**src/rtl/riscv_pkg.sv**
```systemverilog
// Shared RISC-V pipeline definitions: register-file geometry and the
// write-back result-select encoding.
package riscv_pkg;

  localparam int REG_ADDR_W = 5;
  localparam int NUM_REGS   = 32;

  typedef enum logic [1:0] {
    WB_ALU  = 2'b00,
    WB_LOAD = 2'b01,
    WB_PC4  = 2'b10
  } wb_sel_e;

  // x0 is never a real destination, so it never gets a bit.
  function automatic logic [NUM_REGS-1:0] rd_onehot(input logic [REG_ADDR_W-1:0] rd);
    logic [NUM_REGS-1:0] bits;
    bits = '0;
    if (rd != '0) bits[rd] = 1'b1;
    return bits;
  endfunction

endpackage

```
**src/rtl/wb_lu_fifo.sv**
```systemverilog
// Circular buffer for long-latency-unit results waiting for the shared
// register-file write port; also keeps a registered mask of pending rds.
module wb_lu_fifo
  import riscv_pkg::*;
#(
  parameter int DATA_WIDTH = 32,
  parameter int DEPTH      = 2
) (
  input  logic                  clk,
  input  logic                  rst,
  input  logic                  push,
  input  logic [REG_ADDR_W-1:0] push_rd,
  input  logic [DATA_WIDTH-1:0] push_data,
  input  logic                  pop,
  output logic                  full,
  output logic                  empty,
  output logic [REG_ADDR_W-1:0] head_rd,
  output logic [DATA_WIDTH-1:0] head_data,
  output logic [NUM_REGS-1:0]   pending_mask
);

  localparam int PTR_W = (DEPTH > 1) ? $clog2(DEPTH) : 1;
  localparam int CNT_W = $clog2(DEPTH + 1);

  logic [PTR_W-1:0] rd_ptr_reg, rd_ptr_next;
  logic [PTR_W-1:0] wr_ptr_reg, wr_ptr_next;
  logic [CNT_W-1:0] cnt_reg, cnt_next;
  logic [NUM_REGS-1:0] mask_reg, mask_next;

  logic [DEPTH-1:0][REG_ADDR_W-1:0] rd_vec;
  logic [DEPTH-1:0][DATA_WIDTH-1:0] data_vec;
  logic [DEPTH-1:0][NUM_REGS-1:0]   entry_mask;

  function automatic logic [PTR_W-1:0] ptr_inc(input logic [PTR_W-1:0] p);
    return (p == PTR_W'(DEPTH - 1)) ? '0 : p + 1'b1;
  endfunction

  assign full  = (cnt_reg == CNT_W'(DEPTH));
  assign empty = (cnt_reg == '0);

  always_comb begin
    rd_ptr_next = pop  ? ptr_inc(rd_ptr_reg) : rd_ptr_reg;
    wr_ptr_next = push ? ptr_inc(wr_ptr_reg) : wr_ptr_reg;
    cnt_next    = cnt_reg;
    if (push && !pop)      cnt_next = cnt_reg + 1'b1;
    else if (pop && !push) cnt_next = cnt_reg - 1'b1;
  end

  generate
    for (genvar gi = 0; gi < DEPTH; gi++) begin : g_entry
      logic                  valid_reg;
      logic [REG_ADDR_W-1:0] rd_reg;
      logic [DATA_WIDTH-1:0] data_reg;
      logic                  hit_push, hit_pop, valid_next;
      logic [REG_ADDR_W-1:0] rd_next;

      assign hit_push = push && (wr_ptr_reg == PTR_W'(gi));
      assign hit_pop  = pop  && (rd_ptr_reg == PTR_W'(gi));
      // When full, push and pop hit the same slot; the push must win.
      assign valid_next = hit_push || (valid_reg && !hit_pop);
      assign rd_next    = hit_push ? push_rd : rd_reg;

      always_ff @(posedge clk) begin
        if (rst) begin
          valid_reg <= 1'b0;
          rd_reg    <= '0;
          data_reg  <= '0;
        end else if (hit_push) begin
          valid_reg <= 1'b1;
          rd_reg    <= push_rd;
          data_reg  <= push_data;
        end else if (hit_pop) begin
          valid_reg <= 1'b0;
        end
      end

      assign rd_vec[gi]     = rd_reg;
      assign data_vec[gi]   = data_reg;
      assign entry_mask[gi] = valid_next ? rd_onehot(rd_next) : '0;
    end
  endgenerate

  always_comb begin
    mask_next = '0;
    for (int i = 0; i < DEPTH; i++) mask_next = mask_next | entry_mask[i];
  end

  always_ff @(posedge clk) begin
    if (rst) begin
      rd_ptr_reg <= '0;
      wr_ptr_reg <= '0;
      cnt_reg    <= '0;
      mask_reg   <= '0;
    end else begin
      rd_ptr_reg <= rd_ptr_next;
      wr_ptr_reg <= wr_ptr_next;
      cnt_reg    <= cnt_next;
      mask_reg   <= mask_next;
    end
  end

  assign head_rd      = rd_vec[rd_ptr_reg];
  assign head_data    = data_vec[rd_ptr_reg];
  assign pending_mask = mask_reg;

endmodule

```
**src/rtl/wb_stage.sv**
```systemverilog
// Write-back stage: MEM/WB register, result select, and fixed-priority
// arbitration of the register-file write port between pipeline and LU buffer.
module wb_stage
  import riscv_pkg::*;
#(
  parameter int DATA_WIDTH = 32,
  parameter int ADDR_WIDTH = 32,
  parameter int LU_DEPTH   = 2
) (
  input  logic                  clk,
  input  logic                  rst,
  input  logic                  mem_valid,
  input  logic                  mem_reg_write,
  input  logic [1:0]            mem_wb_sel,
  input  logic [REG_ADDR_W-1:0] mem_rd_addr,
  input  logic [DATA_WIDTH-1:0] mem_alu_result,
  input  logic [DATA_WIDTH-1:0] mem_load_data,
  input  logic [ADDR_WIDTH-1:0] mem_pc_plus_4,
  input  logic                  stall,
  input  logic                  flush,
  input  logic                  lu_valid,
  input  logic [REG_ADDR_W-1:0] lu_rd_addr,
  input  logic [DATA_WIDTH-1:0] lu_data,
  output logic                  lu_ready,
  output logic                  wb_reg_write_en,
  output logic [REG_ADDR_W-1:0] wb_rd_addr,
  output logic [DATA_WIDTH-1:0] wb_rd_data,
  output logic                  wb_stall_req,
  output logic [NUM_REGS-1:0]   lu_pending_mask
);

  logic                  valid_reg;
  logic                  written_reg;
  logic                  reg_write_reg;
  logic [1:0]            wb_sel_reg;
  logic [REG_ADDR_W-1:0] rd_reg;
  logic [DATA_WIDTH-1:0] alu_reg;
  logic [DATA_WIDTH-1:0] load_reg;
  logic [ADDR_WIDTH-1:0] pc4_reg;

  logic                  pipe_cand;
  logic [DATA_WIDTH-1:0] pipe_result;
  logic                  fifo_push, fifo_pop, fifo_full, fifo_empty;
  logic [REG_ADDR_W-1:0] head_rd;
  logic [DATA_WIDTH-1:0] head_data;

  assign pipe_cand = valid_reg && reg_write_reg && (rd_reg != '0) && !written_reg;

  // A stalled entry that already wrote must not write again.
  always_ff @(posedge clk) begin
    if (rst) begin
      valid_reg     <= 1'b0;
      written_reg   <= 1'b0;
      reg_write_reg <= 1'b0;
      wb_sel_reg    <= '0;
      rd_reg        <= '0;
      alu_reg       <= '0;
      load_reg      <= '0;
      pc4_reg       <= '0;
    end else if (flush) begin
      valid_reg   <= 1'b0;
      written_reg <= 1'b0;
    end else if (stall) begin
      written_reg <= written_reg || pipe_cand;
    end else begin
      valid_reg     <= mem_valid;
      written_reg   <= 1'b0;
      reg_write_reg <= mem_reg_write;
      wb_sel_reg    <= mem_wb_sel;
      rd_reg        <= mem_rd_addr;
      alu_reg       <= mem_alu_result;
      load_reg      <= mem_load_data;
      pc4_reg       <= mem_pc_plus_4;
    end
  end

  always_comb begin
    pipe_result = alu_reg;
    case (wb_sel_reg)
      WB_LOAD: pipe_result = load_reg;
      WB_PC4:  pipe_result = DATA_WIDTH'(pc4_reg);
      default: pipe_result = alu_reg;
    endcase
  end

  assign fifo_pop  = !pipe_cand && !fifo_empty;
  assign lu_ready  = !rst && (!fifo_full || fifo_pop);
  // x0 results are acknowledged but never occupy a slot.
  assign fifo_push = lu_valid && lu_ready && (lu_rd_addr != '0);

  wb_lu_fifo #(
    .DATA_WIDTH(DATA_WIDTH),
    .DEPTH     (LU_DEPTH)
  ) u_lu_fifo (
    .clk         (clk),
    .rst         (rst),
    .push        (fifo_push),
    .push_rd     (lu_rd_addr),
    .push_data   (lu_data),
    .pop         (fifo_pop),
    .full        (fifo_full),
    .empty       (fifo_empty),
    .head_rd     (head_rd),
    .head_data   (head_data),
    .pending_mask(lu_pending_mask)
  );

  always_comb begin
    wb_reg_write_en = 1'b0;
    wb_rd_addr      = '0;
    wb_rd_data      = '0;
    if (pipe_cand) begin
      wb_reg_write_en = 1'b1;
      wb_rd_addr      = rd_reg;
      wb_rd_data      = pipe_result;
    end else if (fifo_pop) begin
      wb_reg_write_en = 1'b1;
      wb_rd_addr      = head_rd;
      wb_rd_data      = head_data;
    end
  end

  assign wb_stall_req = fifo_full;

endmodule

```
**config.mk**
```make
export PLATFORM = sky130hd
export DESIGN_NAME = wb_stage
export DESIGN_NICKNAME = d
export VERILOG_FILES = /design/src/rtl/riscv_pkg.sv /design/src/rtl/wb_lu_fifo.sv /design/src/rtl/wb_stage.sv
export SDC_FILE = /design/constraint.sdc
export NUM_CORES = 1
export LEC_CHECK = 0
export CORE_UTILIZATION = 48
export CTS_CLUSTER_DIAMETER = 200
export DETAILED_ROUTE_END_ITERATION = 7
export GPL_ROUTABILITY_DRIVEN = 0
export MAX_ROUTING_LAYER = met4
export PLACE_DENSITY = 0.75
export SYNTH_ARGS = -nofsm -noshare
export SYNTH_HDL_FRONTEND = slang
export SYNTH_HIERARCHICAL = 1
export SYNTH_SLANG_ARGS = --single-unit
```
**constraint.sdc**
```tcl
create_clock -name clk -period 5.3 [get_ports clk]
set_input_delay 1.06 -clock clk [delete_from_list [all_inputs] [get_ports clk]]
set_output_delay 1.06 -clock clk [all_outputs]
set_load 0.02 [all_outputs]
```
==> results of run 1 <==
per-layer routing:
layer / wire length, um / share of wire (%) / vias to the layer above
met5: 0 / 0 / -
met4: 931 / 3.2 / 0
met3: 2199 / 7.6 / 60
met2: 13470 / 47 / 353
met1: 12360 / 43 / 4355
li1: - / - / 4533
worst max-delay path: stages, from the launching register on:
cell	delay (ns)
dfxtp_1	0.33
inv_1	0.06
ha_1	0.55
buf_4	0.39
a22oi_1	0.11
o21ai_0	0.36
mux2_2	0.26
clkdlybuf4s50_1	0.61
worst max-delay path by stage:
stage                   from                    endpoint  cells past startpoint
2_1_floorplan            rst                    lu_ready                      3
6_report       wb_sel_reg[1]              wb_rd_data[13]                      7
3_3_place_gp   lu_rd_addr[1]  u_lu_fifo/pending_mask[16]                      9
4_1_cts        wb_sel_reg[1]              wb_rd_data[16]                      7
5_1_grt        lu_rd_addr[1]  u_lu_fifo/pending_mask[28]                      9
3_5_place_dp   lu_rd_addr[0]  u_lu_fifo/pending_mask[12]                      9
final cells by class:
cell class | instances | area, um2
clock inverter | 5 | 40.04
fill | 1762 | 7396
tap | 270 | 337.8
sequential | 218 | 4365
clock buffer | 36 | 715.7
timing repair buffer | 229 | 2266
multi-input combinational | 919 | 5219
antenna | 1 | 2.502
inverter | 6 | 22.52
per-stage QoR:
step	hold WS, ns	area (um2)	total power [mW]
2_1_floorplan	0.4329	10040	2.347
3_3_place_gp	0.4392	12210	2.654
3_5_place_dp	0.4439	12210	2.665
4_1_cts	0.4536	12970	4.262
5_1_grt	0.4716	12970	4.403
6_report	0.4530	12970	4.236
cells by family (layout without fill, tap and decap cells):
logic type,after synthesis,count (layout),share of synthesized area (%)
AND/OR/NAND/NOR,505,505,22.28
AO/OA/AOI/OAI,321,321,18.90
flip-flops,218,218,43.46
buffers and inverters,103,276,4.797
multiplexers,86,86,9.893
adder cells (fa/ha/maj),3,3,0.3738
XOR/XNOR,3,3,0.2617
other,1,2,0.03734
cells in the final DEF, fill, tap and decap left out, types with 3 or more instances in the layout:
cell type,count
nand2b_1,8
o21ai_0,34
inv_1,4
mux2i_1,6
mux2_4,8
nand3_1,31
clkbuf_1,5
nand4b_1,3
o211ai_1,32
buf_4,11
dfxtp_1,217
a21oi_1,211
a22oi_1,32
mux2_2,71
clkinv_2,3
nand2_1,387
nor2b_1,41
nor4_4,3
nor2_1,10
clkbuf_16,24
clkdlybuf4s50_1,217
o41ai_4,4
clkbuf_8,7
where the power goes:
part           leakage, nW  total, mW  internal [mW]  switching [mW]
clock                0.375       1.60          0.930           0.673
sequential            1.77       1.82           1.72          0.0941
combinational         2.43      0.817          0.356           0.462
total                 4.58       4.24           3.01            1.23
synthesized netlist by cell type, drive strengths merged:
cell | n | share of area [%]
or2 | 1 | 0.062
o41ai | 4 | 1.1
nor3b | 2 | 0.25
a21boi | 1 | 0.075
clkbuf | 60 | 2.2
and3b | 1 | 0.087
nor3 | 2 | 0.10
nand3 | 31 | 1.5
nand4b | 3 | 0.26
buf | 37 | 2.3
or3 | 2 | 0.17
conb | 1 | 0.037
nor4 | 3 | 0.64
a22oi | 32 | 2.4
o31ai | 1 | 0.21
o211ai | 32 | 2.4
and2b | 1 | 0.075
nor2 | 12 | 0.45
ha | 3 | 0.37
o311a | 1 | 0.10
o21ai | 37 | 1.9
xor2 | 2 | 0.17
mux2 | 79 | 9.2
dfxtp | 218 | 43
and2 | 1 | 0.087
nand2 | 388 | 15
a21bo | 1 | 0.10
inv | 6 | 0.22
nor4b | 1 | 0.24
xnor2 | 1 | 0.087
nor2b | 42 | 2.7
mux2i | 7 | 0.74
nand2b | 9 | 0.56
nand4bb | 2 | 0.22
o211a | 1 | 0.10
a21oi | 211 | 11
and3 | 1 | 0.062
nand4 | 2 | 0.12
or4 | 1 | 0.075
==> flow_summary_export.csv, run 1 <==
group,metric,value,unit
setup_path,r2r_cells,8,
global_routing,grt_pass1_wl,45530,um
yosys,yosys.cell_types.count,51,
detailed_routing,vias_per_cell,5.523,
hold_path,hold_end,"u_lu_fifo/g_entry[0].data_reg[13]",
pwr,power_leakage,4.582,nW
global_routing,track_usage,26.96,%
sta,setup_viol,0,
sta,finalCritPeriodShare,80.17,%
sta,drv_slew,0,
die,dieWidth,146.6,um
yosys,synth_area,10040,um2
global_routing,grt_max_degree,105,
final_layout,fin_util,63.68,%
clocking,cts_setup_buffers,0,
detailed_routing,drc,0,
die,start_util,49.31,%
yosys,synth_seq_cells,218,
clocking,clock_path_buffers,3,
setup_path,crit_arrival,3.19,ns
clocking,tritoncts,"built",
hold_path,holdCritStartpoint,"u_lu_fifo/g_entry[0].data_reg[13]",
clocking,clk_pin_slew_worst_paths,0.06,ns
die,core,20360,um2
pwr,peakVddDrop,254.4,uV
sta,rsz0062_at_grt,"no",
sta,relSlewSlack,28.21,%
sta,fin_ws,1.051,ns
hold_path,min_path_cells,2,
die,die-area,21500,um2
sta,clock_skew,0.01918,ns
setup_path,required,4.24,ns
setup_path,crit_fanout,20,
yosys,netlist_instances,1240,
global_routing,grt.met3_usage,5.781,%
die,io_pins,219,
detailed_routing,drtIter0Drc,704,
clocking,htree_levels,1,
run,maxCapViolations,0,
detailed_routing,vias,9301,
placed_design,port_buffers,218,
yosys,ys_seq_area_share,43.46,%
clocking,cts.repair.resized,0,
pwr,p_per_area,326.6,nW/um2
run_status,status,"finished clean",
global_routing,grtUsageMet1,34.03,%
detailed_routing,dr.pass1.iters,5,
sta,tns,0,ns
clocking,cts_buffers,24,
detailed_routing,ant_nets,0,
sta,hold_viol,0,
setup_path,path_class,"flip-flop to output pin",
placed_design,dp_slack,0.7574,ns
setup_path,endpoint_kind,"output pin",
yosys,synth_warnings,6,
global_routing,grt_pass1_vias,8809,
clocking,cts-root-buf,"clkbuf_16",
setup_path,r2r_slack,1.43,ns
die,fp-row-count,52,
placed_design,dp.cells,1642,
global_routing,antenna_found_initial,1,
global_routing,overflow,0,
global_routing,met2_usage,42.20,%
yosys,synth_nets,1390,
hold_path,hold_class,"flip-flop to flip-flop",
clocking,cts_sinks,218,
setup_path,reg2reg_from,"rd_reg[4]",
setup_path,critPathLaunchType,"flip-flop",
final_layout,drive_gt1_share,10.90,%
detailed_routing,wire_per_inst,17.20,um
clocking,clkLatencyLatePin,0.52,ns
detailed_routing,wirelength,28960,um
global_routing,grt.busiest_layer,"met2",
sta,period_needed,4.249,ns
final_layout,largest_reg_flops,64,
die,dieHeight,146.6,um
clocking,hold_buffers,0,
final_layout,nets,1548,
sta,max_freq,235.3,MHz
yosys,syn_avg_cell_area,8.098,um2
final_layout,final_cell_count_no_fill,1684,
sta,worstMarginPinSlew,1.077,ns
final_layout,area_growth,29.14,%
setup_path,reg2reg_to,"u_lu_fifo/pending_mask[12]",
placed_design,dp_hpwl,18910,um
Note: power is estimated with default switching activity, not from simulation.
==> inputs of run 2 (changes only) <==
==> constraint.sdc (replaced) <==
create_clock -name clk -period 4.2 [get_ports clk]
set_input_delay 0.84 -clock clk [delete_from_list [all_inputs] [get_ports clk]]
set_output_delay 0.84 -clock clk [all_outputs]
set_load 0.02 [all_outputs]
==> run 2 against run 1 <==
Hold slack lost 0.00091 ns. Clock power grew 34%. Wire length is essentially flat. Non-clock buffer count grew 14. Total power grew 30%. First-iteration DRC count grew 8.4%. Clock skew shrank 0.013 ns. Utilization grew 1.0 points.
==> flow_summary_export.csv, run 2 (same netlist as run 1, synthesis figures left out) <==
group,metric,value,unit
die,fp-row-count,52,
setup_path,crit_fanout,12,
clocking,cts_buffers,24,
setup_path,r2r_cells,9,
sta,finalCritPeriodShare,92.65,%
global_routing,grt_pass1_vias,8866,
detailed_routing,ant_nets,0,
hold_path,holdCritStartpoint,"u_lu_fifo/g_entry[0].data_reg[6]",
sta,period_needed,3.891,ns
die,dieWidth,146.6,um
final_layout,multi_input_area,5219,um2
global_routing,grt_max_degree,93,
sta,hold_viol,0,
clocking,cts_sinks,218,
sta,drv_slew,0,
detailed_routing,vias_per_cell,5.429,
final_layout,mostFrequentLayoutCells,"nand2_1, dfxtp_1, clkdlybuf4s50_1, a21oi_1, mux2_2",
hold_path,hold_class,"flip-flop to flip-flop",
setup_path,critPathSlowestCell,"clkdlybuf4s50_1",
die,dieHeight,146.6,um
placed_design,dpl_cell_area,12370,um2
clocking,clk_pin_slew_worst_paths,0.06,ns
setup_path,path_cells,"inv_1 -> ha_1 -> buf_4 -> a22oi_1 -> o21ai_0 -> mux2_2 -> clkdlybuf4s50_1",
setup_path,required,3.36,ns
clocking,cts.repair.resized,0,
setup_path,critPathLaunchType,"flip-flop",
final_layout,final_common_cell,"nand2_1",
final_layout,area_growth,31.26,%
sta,clock_skew,0.006541,ns
final_layout,nFillCells,1742,
sta,holdWs,0.4521,ns
die,core,20360,um2
detailed_routing,wirelength,28940,um
final_layout,nets,1562,
pwr,power_leakage,4.698,nW
sta,rsz0062_at_grt,"no",
setup_path,reg2reg_from,"rd_reg[4]",
final_layout,fin_area,13180,um2
run,maxCapViolations,0,
hold_path,min_path_cells,2,
sta,tns,0,ns
global_routing,overflow,0,
clocking,clock_path_buffers,3,
setup_path,endpoint_kind,"output pin",
sta,max_freq,257.0,MHz
setup_path,slowest_delay,0.60,ns
placed_design,dp_hpwl,19520,um
setup_path,path_class,"flip-flop to output pin",
setup_path,r2r_slack,1.21,ns
clocking,hold_buffers,0,
pwr,peakVddDrop,258.7,uV
detailed_routing,dr.pass1.iters,5,
detailed_routing,drc,0,
die,die-area,21500,um2
hold_path,hold_end,"u_lu_fifo/g_entry[0].data_reg[6]",
global_routing,antenna_found_initial,1,
sta,relSlewSlack,35.02,%
global_routing,track_usage,27.01,%
detailed_routing,vias,9241,
setup_path,crit_arrival,3.05,ns
pwr,p_per_area,418.2,nW/um2
clocking,tritoncts,"built",
placed_design,port_buffers,218,
clocking,cts-root-buf,"clkbuf_16",
final_layout,drive_gt1_share,11.89,%
die,start_util,49.31,%
detailed_routing,drtIter0Drc,763,
clocking,htree_levels,1,
clocking,clkLatencyLatePin,0.51,ns
pwr,power,5.512,mW
final_layout,largest_reg_flops,64,
clocking,cts_setup_buffers,0,
sta,setup_viol,0,
final_layout,seqCellArea,4365,um2
die,io_pins,219,
setup_path,reg2reg_to,"u_lu_fifo/pending_mask[12]",
run_status,status,"finished clean",
sta,worstMarginPinSlew,0.9672,ns
detailed_routing,wire_per_inst,17.00,um
global_routing,grt_pass1_wl,45550,um
-- run 2: worst max-delay path by stage --
stage,depth (start not counted),startpoint,end
floorplan,9,lu_rd_addr[1],u_lu_fifo/pending_mask[4]
global placement,9,lu_rd_addr[3],u_lu_fifo/pending_mask[9]
detailed placement,9,lu_rd_addr[3],u_lu_fifo/pending_mask[29]
CTS,7,wb_sel_reg[1],wb_rd_data[16]
global route,7,wb_sel_reg[1],wb_rd_data[16]
finish,7,wb_sel_reg[1],wb_rd_data[16]
-- run 2: worst max-delay path, delay by kind of cell (launching register included) --
kind	cells	cell delay (ns)
adder cells (fa/ha/maj)	1	0.47
multiplexers	1	0.28
flip-flops	1	0.33
buffers and inverters	3	0.94
AO/OA/AOI/OAI	2	0.52
-- run 2: stage by stage --
stage	utilization, %	setup WS [ns]	instances
2_1_floorplan	-	1.487	1240
3_3_place_gp	60.72	0.6030	1656
3_5_place_dp	60.72	0.5246	1656
4_1_cts	64.70	0.3409	1700
5_1_grt	64.71	0.2197	1701
6_report	64.73	0.3088	1702
-- run 2: metal layers --
metal	global-route usage (%)	routed length (um)	share of wire (%)	up-vias
li1	-	-	-	4560
met1	34.29	12470	43	4278
met2	41.99	13270	46	340
met3	5.188	2192	7.6	63
met4	11.09	1006	3.5	0
met5	-	0	0	-
-- run 2: final cells by class --
class	instances	area share, %
clock inverters	8	0.7119
multi-input cells	919	39.59
diodes	2	0.03797
clock buffers	36	5.439
inverters	6	0.1709
well taps	270	2.563
repair buffers	243	18.37
flip-flops and latches	218	33.12
-- run 2: report_power, final --
| part | internal, mW | switching, mW | leakage, nW | total (mW) |
|---|---|---|---|---|
| Clock | 1.30 | 0.845 | 0.403 | 2.15 |
| Sequential | 2.17 | 0.0877 | 1.77 | 2.26 |
| Combinational | 0.482 | 0.624 | 2.52 | 1.11 |
| Total | 3.96 | 1.56 | 4.70 | 5.51 |
